## src/rtl/afc_seq_pkg.sv

```systemverilog
// Shared types and constants for the AFC calibration sequencer.
// Build option: AFC_RETRY_EN (see afc_cal_sequencer).
package afc_seq_pkg;

    localparam int NUM_CH = 4;
    localparam int CH_W = 2;
    localparam int CODE_W = 6;
    localparam logic [CODE_W-1:0] CODE_MID = 6'd32;

    typedef enum logic [3:0] {
        IDLE,
        SELECT,
        START,
        WAIT_HI,
        WAIT_LO,
        CAPTURE,
        FAIL,
        NEXT,
        DONE
    } seqState_t;

    typedef struct packed {
        logic            found;
        logic [CH_W-1:0] ch;
    } chPick_t;

    // Lowest enabled channel above cur; fromStart considers every channel.
    function automatic chPick_t pickNextCh(input logic [NUM_CH-1:0] mask,
                                           input logic [CH_W-1:0]   cur,
                                           input logic              fromStart);
        chPick_t pick;
        pick.found = 1'b0;
        pick.ch = '0;
        for (int i = NUM_CH - 1; i >= 0; i--) begin
            if (mask[i] && (fromStart || (i > int'(cur)))) begin
                pick.found = 1'b1;
                pick.ch = CH_W'(i);
            end
        end
        return pick;
    endfunction

endpackage

```

## src/rtl/afc_sync2.sv

```systemverilog
// Two-flop synchronizer bringing the AFC core's busy flag into CLK40.
module afc_sync2 (
    input  logic CLK40,
    input  logic reset,
    input  logic asyncIn,
    output logic syncOut
);

    logic meta;

    always_ff @(posedge CLK40) begin
        if (reset) begin
            meta <= 1'b0;
            syncOut <= 1'b0;
        end else begin
            meta <= asyncIn;
            syncOut <= meta;
        end
    end

endmodule

```

## src/rtl/afc_cal_sequencer.sv

```systemverilog
// Walks the enabled PLL channels, runs one AFC calibration each and stores the codes.
// Build option: define AFC_RETRY_EN to retry a timed-out channel up to MAX_RETRY times.
module afc_cal_sequencer
    import afc_seq_pkg::*;
#(
    parameter int SETTLE_CYC   = 8,
    parameter int START_LEN    = 4,
    parameter int BUSY_RISE_TO = 64,
    parameter int CAL_TO       = 65535
`ifdef AFC_RETRY_EN
    ,
    parameter int MAX_RETRY    = 1
`endif
) (
    input  logic              CLK40,
    input  logic              reset,
    input  logic              seqStart,
    input  logic [NUM_CH-1:0] chEnMask,
    input  logic              calSourceCfg,
    input  logic              AFCbusy,
    input  logic [CODE_W-1:0] calControlCode,
    output logic              AFCstart,
    output logic [CH_W-1:0]   calChSel,
    output logic              calSource,
    output logic              overridecontrol,
    output logic [CODE_W-1:0] overridecontrol_val1,
    output logic [CODE_W-1:0] overridecontrol_val2,
    output logic [CODE_W-1:0] overridecontrol_val3,
    output logic [CODE_W-1:0] overridecontrol_val4,
    output logic              seqBusy,
    output logic              seqDone,
    output logic [NUM_CH-1:0] chDone,
    output logic [NUM_CH-1:0] chErr
);

    localparam int LONG_A = (SETTLE_CYC > START_LEN) ? SETTLE_CYC : START_LEN;
    localparam int LONG_B = (BUSY_RISE_TO > CAL_TO) ? BUSY_RISE_TO : CAL_TO;
    localparam int LONGEST = (LONG_A > LONG_B) ? LONG_A : LONG_B;
    localparam int CNT_W = $clog2(LONGEST + 1);
    localparam logic [CNT_W-1:0] SETTLE_LAST = CNT_W'(SETTLE_CYC - 1);
    localparam logic [CNT_W-1:0] START_LAST = CNT_W'(START_LEN - 1);
    // The busy-rise window is measured from AFCstart rise, so START time is deducted.
    localparam logic [CNT_W-1:0] RISE_LAST = CNT_W'(BUSY_RISE_TO - START_LEN - 1);
    localparam logic [CNT_W-1:0] CAL_LAST = CNT_W'(CAL_TO - 1);

    seqState_t         state, stateNext;
    logic [CNT_W-1:0]  cnt;
    logic [NUM_CH-1:0] maskQ;
    logic              fromStart;
    logic [CODE_W-1:0] codeQ [NUM_CH];
    logic              busyS;
    logic              failFinal;
    chPick_t           pick;

    afc_sync2 uBusySync (
        .CLK40   (CLK40),
        .reset   (reset),
        .asyncIn (AFCbusy),
        .syncOut (busyS)
    );

`ifdef AFC_RETRY_EN
    localparam int RTY_W = (MAX_RETRY < 1) ? 1 : $clog2(MAX_RETRY + 1);
    logic [RTY_W-1:0] retryCnt;
    assign failFinal = (retryCnt >= RTY_W'(MAX_RETRY));
`else
    assign failFinal = 1'b1;
`endif

    assign pick = pickNextCh(maskQ, calChSel, fromStart);

    assign overridecontrol_val1 = codeQ[0];
    assign overridecontrol_val2 = codeQ[1];
    assign overridecontrol_val3 = codeQ[2];
    assign overridecontrol_val4 = codeQ[3];

    always_comb begin
        stateNext = state;
        AFCstart = 1'b0;
        seqDone = 1'b0;
        seqBusy = (state != IDLE) && (state != DONE);
        unique case (state)
            IDLE:    if (seqStart) stateNext = NEXT;
            SELECT:  if (cnt >= SETTLE_LAST) stateNext = START;
            START: begin
                AFCstart = 1'b1;
                if (cnt >= START_LAST) stateNext = WAIT_HI;
            end
            WAIT_HI: begin
                if (busyS) stateNext = WAIT_LO;
                else if (cnt >= RISE_LAST) stateNext = FAIL;
            end
            WAIT_LO: begin
                if (!busyS) stateNext = CAPTURE;
                else if (cnt >= CAL_LAST) stateNext = FAIL;
            end
            CAPTURE: stateNext = NEXT;
            FAIL:    stateNext = failFinal ? NEXT : SELECT;
            NEXT:    stateNext = pick.found ? SELECT : DONE;
            DONE: begin
                seqDone = 1'b1;
                stateNext = IDLE;
            end
            default: stateNext = IDLE;
        endcase
    end

    always_ff @(posedge CLK40) begin
        if (reset) begin
            state <= IDLE;
            cnt <= '0;
            maskQ <= '0;
            fromStart <= 1'b0;
            calChSel <= '0;
            calSource <= 1'b0;
            overridecontrol <= 1'b1;
            chDone <= '0;
            chErr <= '0;
            for (int i = 0; i < NUM_CH; i++) codeQ[i] <= CODE_MID;
`ifdef AFC_RETRY_EN
            retryCnt <= '0;
`endif
        end else begin
            state <= stateNext;
            // One timer serves every state; it restarts on each transition and saturates.
            if (stateNext != state) cnt <= '0;
            else if (cnt != '1) cnt <= cnt + 1'b1;
            case (state)
                IDLE: begin
                    if (seqStart) begin
                        maskQ <= chEnMask;
                        calSource <= calSourceCfg;
                        chDone <= '0;
                        chErr <= '0;
                        fromStart <= 1'b1;
                    end
                end
                CAPTURE: begin
                    codeQ[calChSel] <= calControlCode;
                    chDone[calChSel] <= 1'b1;
                end
                FAIL: begin
                    if (failFinal) chErr[calChSel] <= 1'b1;
`ifdef AFC_RETRY_EN
                    else retryCnt <= retryCnt + 1'b1;
`endif
                end
                NEXT: begin
                    fromStart <= 1'b0;
`ifdef AFC_RETRY_EN
                    retryCnt <= '0;
`endif
                    // Override is released only while a channel is actually being calibrated.
                    if (pick.found) begin
                        calChSel <= pick.ch;
                        overridecontrol <= 1'b0;
                    end else begin
                        overridecontrol <= 1'b1;
                    end
                end
                default: ;
            endcase
        end
    end

endmodule
```

## config.mk

```make
export PLATFORM = sky130hd
export DESIGN_NAME = afc_cal_sequencer
export DESIGN_NICKNAME = d
export VERILOG_FILES = /design/src/rtl/afc_seq_pkg.sv /design/src/rtl/afc_sync2.sv /design/src/rtl/afc_cal_sequencer.sv
export SDC_FILE = /design/constraint.sdc
export NUM_CORES = 1
export LEC_CHECK = 0
export BUFFER_PORTS_ARGS = -buffer_cell sky130_fd_sc_hd__buf_2
export CORE_UTILIZATION = 31
export CTS_BUF_LIST = sky130_fd_sc_hd__clkbuf_16
export CTS_CLUSTER_DIAMETER = 60
export DETAILED_ROUTE_END_ITERATION = 10
export PLACE_DENSITY = 0.6
export SLEW_MARGIN = 5
export SYNTH_ARGS = -nofsm -noshare
export SYNTH_HDL_FRONTEND = slang
export SYNTH_SLANG_ARGS = --single-unit
```

## constraint.sdc

```tcl
create_clock -name CLK40 -period 3.3 [get_ports CLK40]
set_clock_uncertainty 0.2 [all_clocks]
set_input_delay 0.33 -clock CLK40 [delete_from_list [all_inputs] [get_ports CLK40]]
set_output_delay 0.33 -clock CLK40 [all_outputs]
set_load 0.01 [all_outputs]
```

# Word-level counts from Yosys, hierarchy flattened
# Memories as Yosys holds them, arrays and structs flattened.
# Cells that the tools add are included.
[classes]
n_addsub = 1
n_lt_le_gt_ge = 9
eq_ne = 12
mux = 31
n_bitwise = 2
reduce_logical = 22
[op_table]
columns = ["cell", "count"]
rows = [
  ["2-to-1 mux 4 bit", 9],
  ["one-hot mux 4 bit (7 select lines)", 1],
  ["adder 16 x 1 -> 16 bit, second input constant", 1],
  ["equality test 4 x 3 -> 1 bit, second input constant", 4],
  [">= comparator 16 bit, second input constant", 1],
  [">= comparator 16 x 2 -> 1 bit, second input constant", 1],
  [">= comparator 16 x 3 -> 1 bit, second input constant", 1],
  [">= comparator 16 x 6 -> 1 bit, second input constant", 1],
  ["inequality test 16 bit, second input constant", 1],
  ["one-hot mux 4 bit (2 select lines)", 2],
  ["2-to-1 mux 3 bit", 4],
  ["2-to-1 mux 1 bit", 11],
  ["AND reduction 2 bit", 5],
  ["equality test 4 x 2 -> 1 bit, second input constant", 2],
  ["bitwise OR 4 bit", 2],
  ["logical AND 1 bit", 6],
  ["2-to-1 mux 6 bit", 1],
  ["nonzero test 2 bit", 3],
  ["OR reduction 6 bit", 1],
  ["equality test 4 x 1 -> 1 bit, second input constant", 1],
  ["equality test 4 bit, second input constant", 1],
  ["greater-than comparator 2 bit, first input constant", 2],
  ["zero test 4 bit", 1],
  ["inequality test 4 bit", 1],
  ["11 further kinds", 14],
]
[word_totals]
regBits = 39
mem_bits_rw = 24
in_bits = 15
output_inout_bits = 39
wordCells = 89
n_memories = 1
[mem_list]
columns = ["name", "depth", "word_bits", "rd", "rd_ports_with_merged_regs", "write_ports", "line_no", "rtl"]
rows = [
  ["codeQ", 4, 6, 4, 0, 4, "afc_cal_sequencer.sv:50", "logic [CODE_W-1:0] codeQ [NUM_CH];"],
]

# Depth between registers and ports, before layout
[logic_depth]
ltp_word = 11
ltp_mapped = 9
depth_no_buf = 7

# Hierarchy
# A second synthesis with hierarchy kept.
[unflattened]
hier_cells = 289
hier_area_um2 = 2920.3
[by_module_without_submodules]
columns = ["mod", "n_inst", "cells_each", "area_each_um2", "seq_area_each_um2"]
rows = [
  ["afc_cal_sequencer", 1, 285, 2867.8, 1461.4],
  ["afc_sync2", 1, 4, 52.6, 40.0],
]

# Least setup slack after synthesis
# No wires, ideal clock.
[synth_timing]
path_type = "flip-flop to flip-flop"
startpoint = "reg cnt[10]"
endpoint = "reg cnt[3]"
setup_ns = 0.063
t_arrival_ns = 2.233
required_time_ns = 3.037
slack_ns = 0.805
path_stages_with_launch = 8
synth_period_minus_slack_ns = 2.495
cell_sequence = "dfxtp_1 > or4_4 > nor4_4 > a31oi_2 > a2111oi_4 > o2111ai_4 > buf_6 > nor2_2"
[synth_between]
elab_chain_cells = 6
[synth_lines]
columns = ["item", "line_no", "rtl"]
rows = [
  ["start, declared", "afc_cal_sequencer.sv:47", "logic [CNT_W-1:0] cnt;"],
  ["start signal, assigned", "afc_cal_sequencer.sv:127", "else if (cnt != '1) cnt <= cnt + 1'b1;"],
  [">= comparator 16 bit / >= comparator 16 x 6 -> 1 bit (equally long branches)", "afc_cal_sequencer.sv:95, afc_cal_sequencer.sv:91", ""],
  ["2-to-1 mux 4 bit, on equally long branches", "afc_cal_sequencer.sv:95, afc_cal_sequencer.sv:91", ""],
  ["2-to-1 mux 4 bit, on equally long branches", "afc_cal_sequencer.sv:94, afc_cal_sequencer.sv:90", ""],
  ["one-hot mux 4 bit (7 select lines)", "afc_cal_sequencer.sv:82", "unique case (state)"],
  ["inequality test 4 bit", "afc_cal_sequencer.sv:126", "if (stateNext != state) cnt <= '0;"],
  ["OR reduction 2 bit (no line)", "--", ""],
]
# Several ways; a longest one is shown, not always the timed one.
# A chain may end at the register's enable or synchronous reset.

# Worst setup path after layout
[layout_timing]
startpoint = "reg cnt[10]"
endpoint = "reg cnt[5]"
# The elaborated chain is that of the path after synthesis.

==> out/metrics.csv <==
stage;metric;value;unit
power_and_ir_drop;Internal;1.47;mW
outcome;status;complete, but fails checks;
cts;CTS Hold Bufs;0;
floorplan;height of the die;98.4;µm
floorplan;Die X;98.4;µm
final_layout;n_diodes;0;
floorplan;total die area;0.00968;mm²
timing;RSZ-0062 raised after global routing;false;
logic_synthesis;share of the synthesized area in the top cell type;27.1;%
logic_synthesis;post-synthesis cell type count;51;
final_layout;Finished Layout Cells;469;
detailed_routing;wire per inst;14.2;µm
timing;setup violators final;0;
detailed_routing;drt total wl;6660;µm
logic_synthesis;Mapped Nets;320;
final_layout;Final Util;39.6;%
logic_synthesis;Mapped Cells;303;
timing;total negative slack;0;ns
global_routing;first-pass GRT wire length;11200;µm
logic_synthesis;flops & latches, synth;63;
logic_synthesis;sequential cell area fraction in the yosys report;52.1;%
global_routing;number of global-route vias before repair;2281;
final_layout;synthesis-to-finish area growth;21.5;%
placed_design;dpl hpwl;4880;µm
detailed_routing;via/cell ratio;4.97;
cts;clock-pin slew on the worst setup and hold paths;0.05;ns
detailed_routing;remaining antenna violation count;0;
cts;Clock Sinks;63;
final_layout;final net count;373;
timing;Hold WS;0.0192;ns
cts;Setup Buffers After CTS;0;
timing;final hold violation count;0;
critical_path;CP max stage delay;0.56;ns
timing;Slew @ Worst Pin;0.649;ns
run;number of max-cap violations;0;
floorplan;IO Pins;54;
final_layout;most frequent cells in the layout;buf_2, nor2_1, dfxtp_1, nand2_1, edfxtp_1;
placed_design;I/O Buffers;53;
power_and_ir_drop;Comb pwr share;14.8;%
timing;crit path time final;2.89;ns
global_routing;pin count of the biggest net entering global routing;22;
critical_path;CP Class;reg2reg;
logic_synthesis;Avg Synthesized Cell Area;9.51;µm²
timing;Rel. slew slack;56.7;%
final_layout;most common cell after layout, fill and taps aside;buf_2;
global_routing;grt ovf;0;
global_routing;GRT Overall Usage;15.0;%
critical_path;CP Cell Sequence;or4_4 -> nor4_4 -> a31oi_2 -> a2111oi_4 -> o2111ai_4 -> a311oi_2;
final_layout;layout cells sized above 1;24.7;%
min_path;hold crit path type;in2reg;
timing;max-slew violations;0;
timing;part of the cycle the worst path needs;87.4;%
logic_synthesis;library cell with the largest summed area after synthesis;dfxtp_1;
cts;Resize count post-CTS;0;
cts;Clock Latency Late Sink;0.33;ns
placed_design;gpl congestion;0.887;
power_and_ir_drop;sw frac;28.4;%
critical_path;Critical Path End Type;flop;
power_and_ir_drop;Flop pwr share;44.1;%
detailed_routing;number of remaining DRC errors;9;
cts;htree depth;3;
critical_path;Data required, critical path;3.34;ns
critical_path;CP Max Fanout;16;
logic_synthesis;Ys Warns;0;
detailed_routing;iteration count of the initial detailed-routing pass;9;
power_and_ir_drop;pwr dens;586;mW/mm²
logic_synthesis;mapped cell area;0.00288;mm²
detailed_routing;vias;2333;
logic_synthesis;synth top area cells;dfxtp_1, edfxtp_1, nor2_1, nand2_1, a21oi_1;
placed_design;Cells after DPL;453;
power_and_ir_drop;leakage;1.36;nW
floorplan;core footprint;0.00885;mm²
timing;highest clock rate;0.347;GHz
floorplan;Starting Density;32.6;%
global_routing;initial antenna violation count;0;
power_and_ir_drop;Clk network pwr share;41.1;%
cts;Clock Path Buffers;2;
cts;CTS tree;done;
power_and_ir_drop;Peak supply drop;283;µV
critical_path;worst endpoint data arrival time;2.93;ns
detailed_routing;initial drt markers;137;
cts;CTS root buf;clkbuf_16;
critical_path;crit start category;flop;
power_and_ir_drop;NetSw;582;µW
outcome;failing checks;DRC;
floorplan;Cell Rows;34;
cts;CTS Buf Count;9;
critical_path;Slowest cell on crit path;or4_4;
-- layer usage --
layer | GRT usage (%) | share of wire (%)
met1 | 17.4 | 44
met2 | 25.0 | 49
met3 | 6.10 | 5.9
met4 | 5.05 | 1.3
met5 | 0 | 0
-- Yosys cell counts, drive strengths merged --
| cell type | instances |
|---|---|
| edfxtp | 24 |
| a31oi | 10 |
| a2111oi | 1 |
| o31a | 1 |
| nand4 | 5 |
| o2111ai | 3 |
| a311oi | 1 |
| inv | 14 |
| mux2i | 6 |
| and4 | 2 |
| nor2 | 58 |
| nand2b | 3 |
| nor3b | 2 |
| xnor2 | 3 |
| or4 | 2 |
| ha | 2 |
| o21a | 1 |
| o21ai | 8 |
| and2 | 2 |
| a21oi | 14 |
| nor4 | 2 |
| buf | 4 |
| nand3 | 13 |
| nand2 | 29 |
| or3 | 3 |
| a41o | 1 |
| o21bai | 3 |
| nand3b | 1 |
| xor2 | 4 |
| dfxtp | 39 |
| a32o | 1 |
| nor2b | 7 |
| a221o | 1 |
| a221oi | 1 |
| a211oi | 3 |
| nand4b | 1 |
| a22o | 2 |
| clkbuf | 8 |
| nor3 | 9 |
| or2 | 3 |
| and3 | 4 |
| o211ai | 1 |
| or3b | 1 |
-- sequential cells by signal, summed over array words and instances (netlist names), 2 cells and up --
register and count:
codeQ 24, cnt 16, chDone 4, chErr 4, maskQ 4, state 4
calChSel 2
-- area by class of cell --
cell class / count / area [µm²]
flip-flops and latches: 63 / 1500
multi-input cells: 214 / 1270
inverters: 14 / 52.6
clock buffers: 9 / 225
clock inverters: 7 / 41.3
well taps: 108 / 135
repair buffers: 54 / 273
fillers: 879 / 5350
-- cell families (layout without fill, tap and decap cells) --
| group | count (synthesis) | count (layout) | share of synthesized area, % |
|---|---|---|---|
| adders and majority gates | 2 | 2 | 0.868 |
| xor gates and xnor gates | 7 | 7 | 2.13 |
| DFF | 63 | 63 | 52.1 |
| and+or+nand+nor | 147 | 147 | 25.5 |
| muxes | 6 | 6 | 2.08 |
| buffers and inverters | 26 | 84 | 3.73 |
| AOI/OAI and AO/OA | 52 | 52 | 13.5 |
-- critical path, delay by kind of cell (launching register included) --
kind	cells	cell delay [ns]
flops	1	0.34
simple gates	2	0.91
compound gates	4	1.34
-- power by group through the flow --
stage	clock network (mW)	logic, mW	registers [mW]
2_1_floorplan	0	0.239	0.902
3_3_place_gp	0	0.300	0.920
3_5_place_dp	0	0.304	0.920
4_1_cts	0.853	0.306	0.905
5_1_grt	0.893	0.340	0.913
6_report	0.843	0.304	0.905
-- through the flow --
step           setup slack (ns)  instance area, µm²  total power [mW]
6_report                  0.415                3500              2.05
5_1_grt                   0.263                3500              2.15
3_3_place_gp              0.501                3230              1.22
2_1_floorplan             0.805                2880              1.14
4_1_cts                   0.409                3500              2.06
3_5_place_dp              0.426                3230              1.22
-- worst paths after layout --
check | startpoint | to | slack [ns] | cells after the start
worst max-delay path | cnt[10]$_SDFFE_PP0P_ | cnt[5]$_SDFFE_PP0P_ | 0.41 | 6
worst min-delay path | AFCbusy | uBusySync.meta$_SDFF_PP0_ | 0.02 | 2
worst max register to register | cnt[10]$_SDFFE_PP0P_ | cnt[5]$_SDFFE_PP0P_ | 0.41 | 6
worst min register to register | uBusySync.meta$_SDFF_PP0_ | uBusySync.syncOut$_SDFF_PP0_ | 0.25 | 1
No activity file was read; power rests on OpenSTA's default activity.
